--- src/rtl/dmem_pkg.sv ---
// ============================================================================
// Module      : dmem_pkg
// Description : Shared types and constants for the data-memory responder.
//               Provides the access FSM state encoding, the access-size
//               codes, the wait-state counter width and the helper that
//               turns a size/offset pair into a big-endian lane enable.
// Revision    : 1.0 - initial release
// ============================================================================
`default_nettype none

package dmem_pkg;

    typedef enum logic [1:0] {
        IDLE = 2'd0,
        WAIT = 2'd1,
        DONE = 2'd2
    } dmem_state_e;

    localparam logic SIZE_BYTE = 1'b0;
    localparam logic SIZE_WORD = 1'b1;

    localparam int CNT_W = 4;

    // Lane 3 holds the byte at offset 0 (bits [31:24]); big-endian ordering
    // means a byte at offset N enables lane 3-N.
    function automatic logic [3:0] lane_enable(input logic size, input logic [1:0] offset);
        logic [3:0] en;
        if (size == SIZE_WORD) begin
            en = 4'b1111;
        end else begin
            en = 4'b1000 >> offset;
        end
        return en;
    endfunction

endpackage

`default_nettype wire

--- src/rtl/dmem_byte_array.sv ---
// ============================================================================
// Module      : dmem_byte_array
// Description : DEPTH-byte storage for the data-memory responder.
//               Four bytes starting at the aligned index are read
//               asynchronously and returned big-endian; writes are
//               synchronous with one enable per byte lane.
// Ports       : clk     - clock
//               idx_i   - byte index; low two bits and bits above the
//                         array size are ignored
//               be_i    - lane enables, [3] = offset 0 ... [0] = offset 3
//               wdata_i - write data, [31:24] = offset 0
//               rdata_o - read data, [31:24] = offset 0
// Revision    : 1.0 - initial release
// ============================================================================
`default_nettype none

module dmem_byte_array #(
    parameter int DEPTH = 256
) (
    input  logic        clk,
    input  logic [7:0]  idx_i,
    input  logic [3:0]  be_i,
    input  logic [31:0] wdata_i,
    output logic [31:0] rdata_o
);

    localparam int AW = $clog2(DEPTH);

    logic [7:0]    mem_q [DEPTH];
    logic [7:0]    base;
    logic [AW-1:0] lane_idx [4];

    // Aligned and wrapped into the array; base+3 can never leave it.
    assign base = idx_i & 8'(DEPTH - 4);

    always_comb begin
        for (int k = 0; k < 4; k++) begin
            lane_idx[k] = base[AW-1:0] + AW'(k);
        end
    end

    always_comb begin
        rdata_o = '0;
        for (int k = 0; k < 4; k++) begin
            rdata_o[31-8*k -: 8] = mem_q[lane_idx[k]];
        end
    end

    always_ff @(posedge clk) begin
        for (int k = 0; k < 4; k++) begin
            if (be_i[3-k]) begin
                mem_q[lane_idx[k]] <= wdata_i[31-8*k -: 8];
            end
        end
    end

endmodule

`default_nettype wire

--- src/rtl/data_mem_responder.sv ---
// ============================================================================
// Module      : data_mem_responder
// Description : MEM-stage data-memory responder. Accepts a load/store from
//               the EX/MEM register, holds the pipeline with stall while
//               WAIT_CYCLES wait states elapse, then completes in a DONE
//               cycle with done (and rdata_valid for loads). Byte and word
//               accesses, big-endian.
// Option      : DMEM_MISALIGN_CHECK_EN - when defined, word accesses with
//               addr[1:0] != 0 complete with err=1, no write, rdata=0.
//               When undefined, word addresses are forced aligned and err
//               is always 0.
// Ports       : clk, reset (async, active-high)
//               req_en/req_write/req_size/req_addr/req_wdata - request
//               stall       - pipeline hold (combinational)
//               rdata       - load data (registered, holds between loads)
//               rdata_valid - one-cycle load completion pulse
//               done        - one-cycle completion pulse for any access
//               err         - one-cycle misalignment pulse, with done
// Revision    : 1.0 - initial release
// ============================================================================
`default_nettype none

module data_mem_responder
    import dmem_pkg::*;
#(
    parameter int DEPTH       = 256,
    parameter int WAIT_CYCLES = 2
) (
    input  logic        clk,
    input  logic        reset,
    input  logic        req_en,
    input  logic        req_write,
    input  logic        req_size,
    input  logic [7:0]  req_addr,
    input  logic [31:0] req_wdata,
    output logic        stall,
    output logic [31:0] rdata,
    output logic        rdata_valid,
    output logic        done,
    output logic        err
);

    dmem_state_e      state_q;
    logic [CNT_W-1:0] cnt_q;
    logic             wr_q;
    logic             size_q;
    logic [7:0]       addr_q;
    logic [31:0]      wdata_q;
    logic [31:0]      rdata_q;
    logic             rdata_valid_q;
    logic             done_q;
    logic             err_q;

    logic        acc_idle;
    logic        acc_write;
    logic        acc_size;
    logic [7:0]  acc_addr;
    logic        misalign;
    logic        enter_done;
    logic [31:0] arr_rdata;
    logic [31:0] arr_wdata;
    logic [3:0]  arr_be;
    logic [7:0]  load_byte;
    logic [31:0] load_data;

    // With zero wait states DONE is entered straight from IDLE, before the
    // request has been latched, so the access fields come from the inputs.
    assign acc_idle  = (state_q == IDLE);
    assign acc_write = acc_idle ? req_write : wr_q;
    assign acc_size  = acc_idle ? req_size  : size_q;
    assign acc_addr  = acc_idle ? req_addr  : addr_q;

`ifdef DMEM_MISALIGN_CHECK_EN
    assign misalign = (acc_size == SIZE_WORD) && (acc_addr[1:0] != 2'b00);
`else
    assign misalign = 1'b0;
`endif

    assign enter_done = (acc_idle && req_en && (WAIT_CYCLES == 0))
                     || ((state_q == WAIT) && (cnt_q <= CNT_W'(1)));

    dmem_byte_array #(
        .DEPTH (DEPTH)
    ) u_array (
        .clk     (clk),
        .idx_i   (acc_addr),
        .be_i    (arr_be),
        .wdata_i (arr_wdata),
        .rdata_o (arr_rdata)
    );

    always_comb begin
        load_byte = 8'h00;
        case (acc_addr[1:0])
            2'd0:    load_byte = arr_rdata[31:24];
            2'd1:    load_byte = arr_rdata[23:16];
            2'd2:    load_byte = arr_rdata[15:8];
            default: load_byte = arr_rdata[7:0];
        endcase
    end

    assign load_data = misalign                 ? 32'h0     :
                       (acc_size == SIZE_WORD)  ? arr_rdata :
                                                  {24'h0, load_byte};

    // Store commits on the DONE->IDLE edge. err_q blocks misaligned words;
    // the reset term keeps an abandoned store from landing on the same edge.
    assign arr_be    = ((state_q == DONE) && wr_q && !err_q && !reset)
                     ? lane_enable(size_q, addr_q[1:0]) : 4'b0000;
    assign arr_wdata = (size_q == SIZE_WORD) ? wdata_q : {4{wdata_q[7:0]}};

    assign stall = !reset && ((acc_idle && req_en) || (state_q == WAIT));

    always_ff @(posedge clk or posedge reset) begin
        if (reset) begin
            state_q       <= IDLE;
            cnt_q         <= '0;
            wr_q          <= 1'b0;
            size_q        <= SIZE_BYTE;
            addr_q        <= 8'h00;
            wdata_q       <= 32'h0;
            rdata_q       <= 32'h0;
            rdata_valid_q <= 1'b0;
            done_q        <= 1'b0;
            err_q         <= 1'b0;
        end else begin
            rdata_valid_q <= 1'b0;
            done_q        <= 1'b0;
            err_q         <= 1'b0;

            case (state_q)
                IDLE: begin
                    if (req_en) begin
                        wr_q    <= req_write;
                        size_q  <= req_size;
                        addr_q  <= req_addr;
                        wdata_q <= req_wdata;
                        cnt_q   <= CNT_W'(WAIT_CYCLES);
                        state_q <= (WAIT_CYCLES == 0) ? DONE : WAIT;
                    end
                end
                WAIT: begin
                    cnt_q <= cnt_q - CNT_W'(1);
                    if (cnt_q <= CNT_W'(1)) begin
                        state_q <= DONE;
                    end
                end
                DONE: begin
                    // req_en here still belongs to the completing access.
                    state_q <= IDLE;
                end
                default: begin
                    state_q <= IDLE;
                end
            endcase

            if (enter_done) begin
                done_q <= 1'b1;
                err_q  <= misalign;
                if (!acc_write) begin
                    rdata_valid_q <= 1'b1;
                    rdata_q       <= load_data;
                end
            end
        end
    end

    assign rdata       = rdata_q;
    assign rdata_valid = rdata_valid_q;
    assign done        = done_q;
    assign err         = err_q;

endmodule

`default_nettype wire

--- config.mk ---
export PLATFORM = sky130hd
export DESIGN_NAME = data_mem_responder
export DESIGN_NICKNAME = d
export VERILOG_FILES = /design/src/rtl/dmem_pkg.sv /design/src/rtl/dmem_byte_array.sv /design/src/rtl/data_mem_responder.sv
export SDC_FILE = /design/constraint.sdc
export NUM_CORES = 2
export LEC_CHECK = 0
export CAP_MARGIN = 0
export CORE_AREA = 4 4 452 454
export DETAILED_ROUTE_END_ITERATION = 8
export DIE_AREA = 0 0 456 458
export SYNTH_ARGS = -nofsm -noshare
export SYNTH_HDL_FRONTEND = slang
export SYNTH_SLANG_ARGS = --single-unit
export TNS_END_PERCENT = 10
--- constraint.sdc ---
create_clock -name clk -period 9.4 [get_ports clk]
set_clock_uncertainty 0.2 [all_clocks]
set_input_delay 2.35 -clock clk [delete_from_list [all_inputs] [get_ports clk]]
set_output_delay 2.35 -clock clk [all_outputs]
set_load 0.05 [all_outputs]
Word-level counts from Yosys, hierarchy flattened
Memories as Yosys holds them, arrays and structs flattened.
Index checks and enable logic that the tools add are counted.
{"block": "word_totals", "memories": 1, "elab_cells": 61, "romBits": 0, "input_bits": 45, "output_inout_bits": 36, "latch_bits": 0, "ram_bits": 2048, "reg_bits": 82}
{"block": "classes", "n_lt_le_gt_ge": 1, "reduce_logical": 14, "n_div": 0, "addsub": 4, "bitwise_logic": 1, "n_mux": 24, "n_shift": 1, "n_mul": 0, "eq_ne": 6}
{"memory": "u_array.mem_q", "depth": 256, "word_bits": 8, "rd": 4, "rd_clocked_by_memory_dff": 0, "write_ports": 4, "line_no": "dmem_byte_array.sv:29", "source": "logic [7:0] mem_q [DEPTH];"}
{"cell": "32-bit two-way mux", "n": 2}
{"cell": "8-bit case mux with 3 select lines", "n": 1}
{"cell": "8-bit by 2-bit adder with 8-bit output (second input constant)", "n": 2}
{"cell": "1-bit two-way mux", "n": 13}
{"cell": "4-bit two-way mux", "n": 3}
{"cell": "8-bit by 1-bit adder with 8-bit output (second input constant)", "n": 1}
{"cell": "8-bit two-way mux", "n": 1}
{"cell": "4-bit case mux with 2 select lines", "n": 1}
{"cell": "2-bit AND reduction", "n": 4}
{"cell": "1-bit logical AND", "n": 5}
{"cell": "2-bit by 1-bit == test with 1-bit output (second input constant)", "n": 2}
{"cell": "2-bit == test (second input constant)", "n": 2}
{"cell": "4-bit by 1-bit <= comparator with 1-bit output (second input constant)", "n": 1}
{"cell": "2-bit zero test", "n": 2}
{"cell": "2-bit two-way mux", "n": 2}
{"cell": "2-bit case mux with 2 select lines", "n": 1}
{"cell": "4-bit by 2-bit >> shifter with 4-bit output (first input constant)", "n": 1}
{"cell": "4-bit by 1-bit subtractor with 4-bit output (second input constant)", "n": 1}
{"cell": "2-bit by 1-bit inequality test with 1-bit output (second input constant)", "n": 1}
{"cell": "2-bit inequality test (second input constant)", "n": 1}
{"cell": "2-bit nonzero test", "n": 1}
{"cell": "1-bit zero test", "n": 1}
{"cell": "1-bit logical OR", "n": 1}
{"cell": "1-bit inverter", "n": 1}

Longest topological paths before layout
{"block": "depth", "word_depth": 6, "depth_mapped": 14, "ltp_nobuf": 11}

Cells and area by module
Synthesis repeated with hierarchy kept, for this count alone.
{"block": "hier_totals", "cells_unflattened": 3950, "hier_area_um2": 82603.0}
{"mod": "dmem_byte_array", "area_each_um2": 78868.1, "cells_per_inst": 3547, "instances": 1, "seq_area_each_um2": 61499.0}
{"mod": "data_mem_responder", "area_each_um2": 3734.8, "cells_per_inst": 403, "instances": 1, "seq_area_each_um2": 2052.0}

Worst setup path before layout
No wires, ideal clock.
{"block": "synth_path", "path_type": "input to output", "startpoint": "input port req_en", "endpoint": "output port stall", "required_time_ps": 6850, "path_buffers": 2, "arrival_time_ps": 3594, "path_stages": 4, "path_slack_ps": 3256, "cell_sequence": "nand2_1 clkbuf_1 clkbuf_1 a21oi_1"}
{"block": "synth_via", "elab_chain_len": 3}
{"element": "start, declared", "line_no": "data_mem_responder.sv:31", "source": "input logic req_en,"}
{"element": "1-bit logical AND", "line_no": "data_mem_responder.sv:112", "source": "assign stall = !reset && ((acc_idle && req_en) || (state_q == WAIT));"}
{"element": "1-bit logical OR", "line_no": "data_mem_responder.sv:112"}
{"element": "1-bit logical AND", "line_no": "data_mem_responder.sv:112"}
{"element": "end, declared", "line_no": "data_mem_responder.sv:36", "source": "output logic stall,"}
No other way between the ends.

Final worst setup path
Ends and elaborated chain as after synthesis.

==> impl_summary.txt <==
----------------------------------------------------
[Run status]
  Outcome ... completed

[Floorplanning]
  Std-Cell Core Area ... 200000 sq um
  Y dimension of the die ... ~460 um
  Row Count ... between 150 and 200
  Total I/O pin count ... 81
  Effective utilization at floorplan ... 0.399
  Die Width ... between 400 and 500 um
  Area of the die ... ~210000 sq um

[Finish]
  Net total in the final layout ... 4743
  Most frequent cells in the layout ... 2048 x edfxtp_1, 422 x o22ai_1, 378 x a22o_1
  Layout cells sized above 1 ... 0.0917
  Most common library cell in the layout ignoring fill and taps ... edfxtp_1
  Layout overhead on the synthesized area ... 12.3%

[Pwr]
  Static leakage power ... around 28 nW
  Portion of total power attributed to sequential cells ... 0.403
  Total Power Consumption ... 0.0309 W
  Power per standard cell area ... 345 nW/um^2
  Peak supply drop ... 0.000433 V
  Share of total power consumed by net switching ... 0.367
  P_sw ... 0.0113 W
  Internal Dissipation ... approximately 0.020 W
  Logic pwr share ... 0.338
  Clk pwr share ... 0.259

[Logic synthesis]
  Register area share after synthesis ... 0.798
  Async set-or-reset flop fraction in the synthesized netlist ... 0.0385
  Syn Inst Count ... 4667
  Synthesis Warnings ... 0
  Distinct cell type count of the synthesized netlist ... between 50 and 60
  Combined area of all synthesized cells ... 79600 sq um
  Most used DFF post-synth ... edfxtp_1
  Number of enable-type register cells in the synthesized netlist ... 2048
  Post-synthesis average cell area ... 17.1 sq um
  Mapped Nets ... 4714
  Flip-flop and latch count after synthesis ... 2130

[STA]
  Final worst path period need ... 6.79 ns
  Worst max-slew margin expressed relative to the limit ... 0.0781
  Measured slew at the worst slew-check pin ... 1.38 ns
  Unrepaired setup endpoints after global routing ... no
  Number of setup violations in the final report ... 0
  Max Clk Rate ... 147 MHz
  Crit share post-route ... 0.722
  Hold WS ... 0.279 ns
  Number of slew-limit violations in the final report ... 0
  Final count of hold timing violations ... 0
  Post-Route Setup TNS ... 0 ns
  Final critical-path setup slack ... between 2 and 3 ns

[Place]
  Placer's final routability congestion estimate ... 0.828
  Estimated wirelength of the detail-placed design ... 125 mm
  I/O Buffers ... 79
  DP Worst Slack ... 2.13 ns

[GRT]
  Total routing resource utilization after global routing ... 0.203
  Overall overflow remaining after global route ... 0
  Antenna violations before repair ... 7
  First-pass GRT wire length ... ~320 mm
  Largest net degree at the start of global routing ... approximately 110
  Vias in the first global route ... 44200

[Worst setup path]
  Signal arrival time at the worst endpoint ... 4.24 ns
  R2R setup slack ... 3.81 ns
  Top delay family on crit path ... buffers and inverters
  Crit path kind ... in -> out
  Number of buffers and inverters on the critical path ... 3
  Crit path required time ... between 6 and 7 ns
  Max incr delay on CP ... 0.83 ns
  Biggest fanout along the worst timing path ... 47
  Cells along the critical path ... clkdlybuf4s50_1 -> nand2_1 -> buf_4 -> a21oi_1 -> clkdlybuf4s50_1
  Critical path endpoint category ... output port
  Most prevalent standard cell on the critical path ... clkdlybuf4s50_1
  CP max-delay cell ... clkdlybuf4s50_1
  Setup crit start kind ... input pin

[Detailed routing]
  Number of antenna-violating nets in the routed design ... 0
  Vias post-DR ... 45800
  Routed vias/inst ... 6.10
  Total detailed-routing wirelength ... 219 mm
  DRC Markers ... 0
  Number of search-and-repair iterations in the first detailed-routing pass ... 6
  Detail-routed net length per standard cell ... 29.1 um
  Initial DRC count ... between 5000 and 6000

[CTS]
  H-tree levels ... 4
  Number of buffers created by CTS ... approximately 200
  Cts-stage hold buffer count ... 0
  Worst-case clock buffer depth ... 3
  Worst-skew pair later-pin latency ... 0.84 ns
  Clk Tree Root Cell ... clkbuf_16
  Count of clock tree sinks ... 2130
  Number of setup buffers added after CTS ... 0
  CTS tree ... done
  PostCTS Resize Cnt ... 0
  CTS clock-pin slew for the worst setup and hold paths ... 0.06 ns

[Min path]
  Class of the tightest hold or removal check ... reg -> reg

[Run]
  Max-cap violation count ... 0

----------------------------------------------------
==> registers in the layout, indices dropped and copies added, names as in the netlist <==
name           count
state_q            2
rdata             32
addr_q             8
done               1
cnt_q              4
size_q             1
rdata_valid        1
wdata_q           32
u_array.mem_q   2048
wr_q               1
==> layer usage <==
metal | share of wire | up-vias | GRT usage | routed length [um]
li1 | - | 19400 | - | -
met1 | 0.41 | 23700 | 0.289 | 90600
met2 | 0.47 | 2296 | 0.316 | 102000
met3 | 0.087 | 354 | 0.0367 | 19000
met4 | 0.032 | 2 | 0.0675 | 7100
met5 | 0.000055 | - | 0 | 12
==> power groups by stage <==
stage / logic (W) / clock network [W] / registers (W)
finish: 0.0104 / 0.00801 / 0.0124
global route: 0.0110 / 0.00850 / 0.0125
CTS: 0.0104 / 0.00810 / 0.0124
detailed placement: 0.0103 / 0 / 0.0126
global placement: 0.0102 / 0 / 0.0126
floorplan: 0.00588 / 0 / 0.0129
==> logic make-up (layout without fill, tap and decap cells) <==
family          count (synthesis)  in the layout  synth area share
fa+ha+maj                       2              2          0.000314
flops                        2130           2130             0.798
buf+inv                       364            551            0.0242
other cells                     1              2         0.0000471
mux                             5              5          0.000629
simple gates                  624            624            0.0332
compound gates               1541           1541             0.143
==> stage by stage <==
step	std cells	area, sq um	util
floorplan	4667	79600	-
global placement	7149	83000	0.416
detailed placement	7149	83000	0.416
CTS	7510	89400	0.448
global route	7511	89400	0.448
finish	7511	89400	0.448
==> final cells by class <==
cell class / count / area, sq um
Clock buffer: 263 / 5420
Clock inverter: 98 / 1030
Inverter: 7 / 27.5
Fill cell: 17100 / 110000
Antenna cell: 1 / 2.50
Timing Repair Buffer: 183 / 1750
Multi-Input combinational cell: 2173 / 14300
Sequential cell: 2130 / 63600
Tap cell: 2656 / 3320
==> worst paths after layout <==
check	end	start	cells past startpoint
worst max-delay path	stall	req_en	5
worst min-delay path	wdata_q[13]$_DFFE_PP0P_	wdata_q[13]$_DFFE_PP0P_	2
worst max register to register	rdata[7]$_DFFE_PP0P_	state_q[0]$_DFFE_PP0P_	9
worst min register to register	wdata_q[13]$_DFFE_PP0P_	wdata_q[13]$_DFFE_PP0P_	2
max in group asynchronous	wdata_q[2]$_DFFE_PP0P_	reset	3
min in group asynchronous	wdata_q[30]$_DFFE_PP0P_	reset	2
==> worst register-to-register path: cells and delay by family, from the launching register on <==
kind	cells	cell delay (ns)
DFF	1	0.56
buffers and inverters	1	0.84
and+or+nand+nor	2	1.59
AOI/OAI and AO/OA	6	2.31
==> cells in the mapped netlist, drive strengths merged (3+ instances only) <==
library cell / count / area share
a2111oi: 5 / 0.00055
a21oi: 34 / 0.0021
a221oi: 360 / 0.040
a222oi: 11 / 0.0014
a22o: 378 / 0.042
a22oi: 63 / 0.0059
a2bb2oi: 6 / 0.00066
a31oi: 8 / 0.00063
a41oi: 7 / 0.00077
and2: 3 / 0.00024
buf: 220 / 0.017
clkbuf: 137 / 0.0065
dfrtp: 82 / 0.026
edfxtp: 2048 / 0.77
inv: 7 / 0.00033
mux2i: 5 / 0.00063
nand2: 248 / 0.012
nand2b: 17 / 0.0013
nand3: 7 / 0.00057
nand3b: 4 / 0.00038
nand4: 46 / 0.0036
nor2: 275 / 0.013
nor3: 5 / 0.00031
nor4: 9 / 0.00071
o21a: 12 / 0.0011
o21ai: 224 / 0.014
o22ai: 422 / 0.033
or4b: 3 / 0.00047
Note: power is estimated with default switching activity, not from simulation.
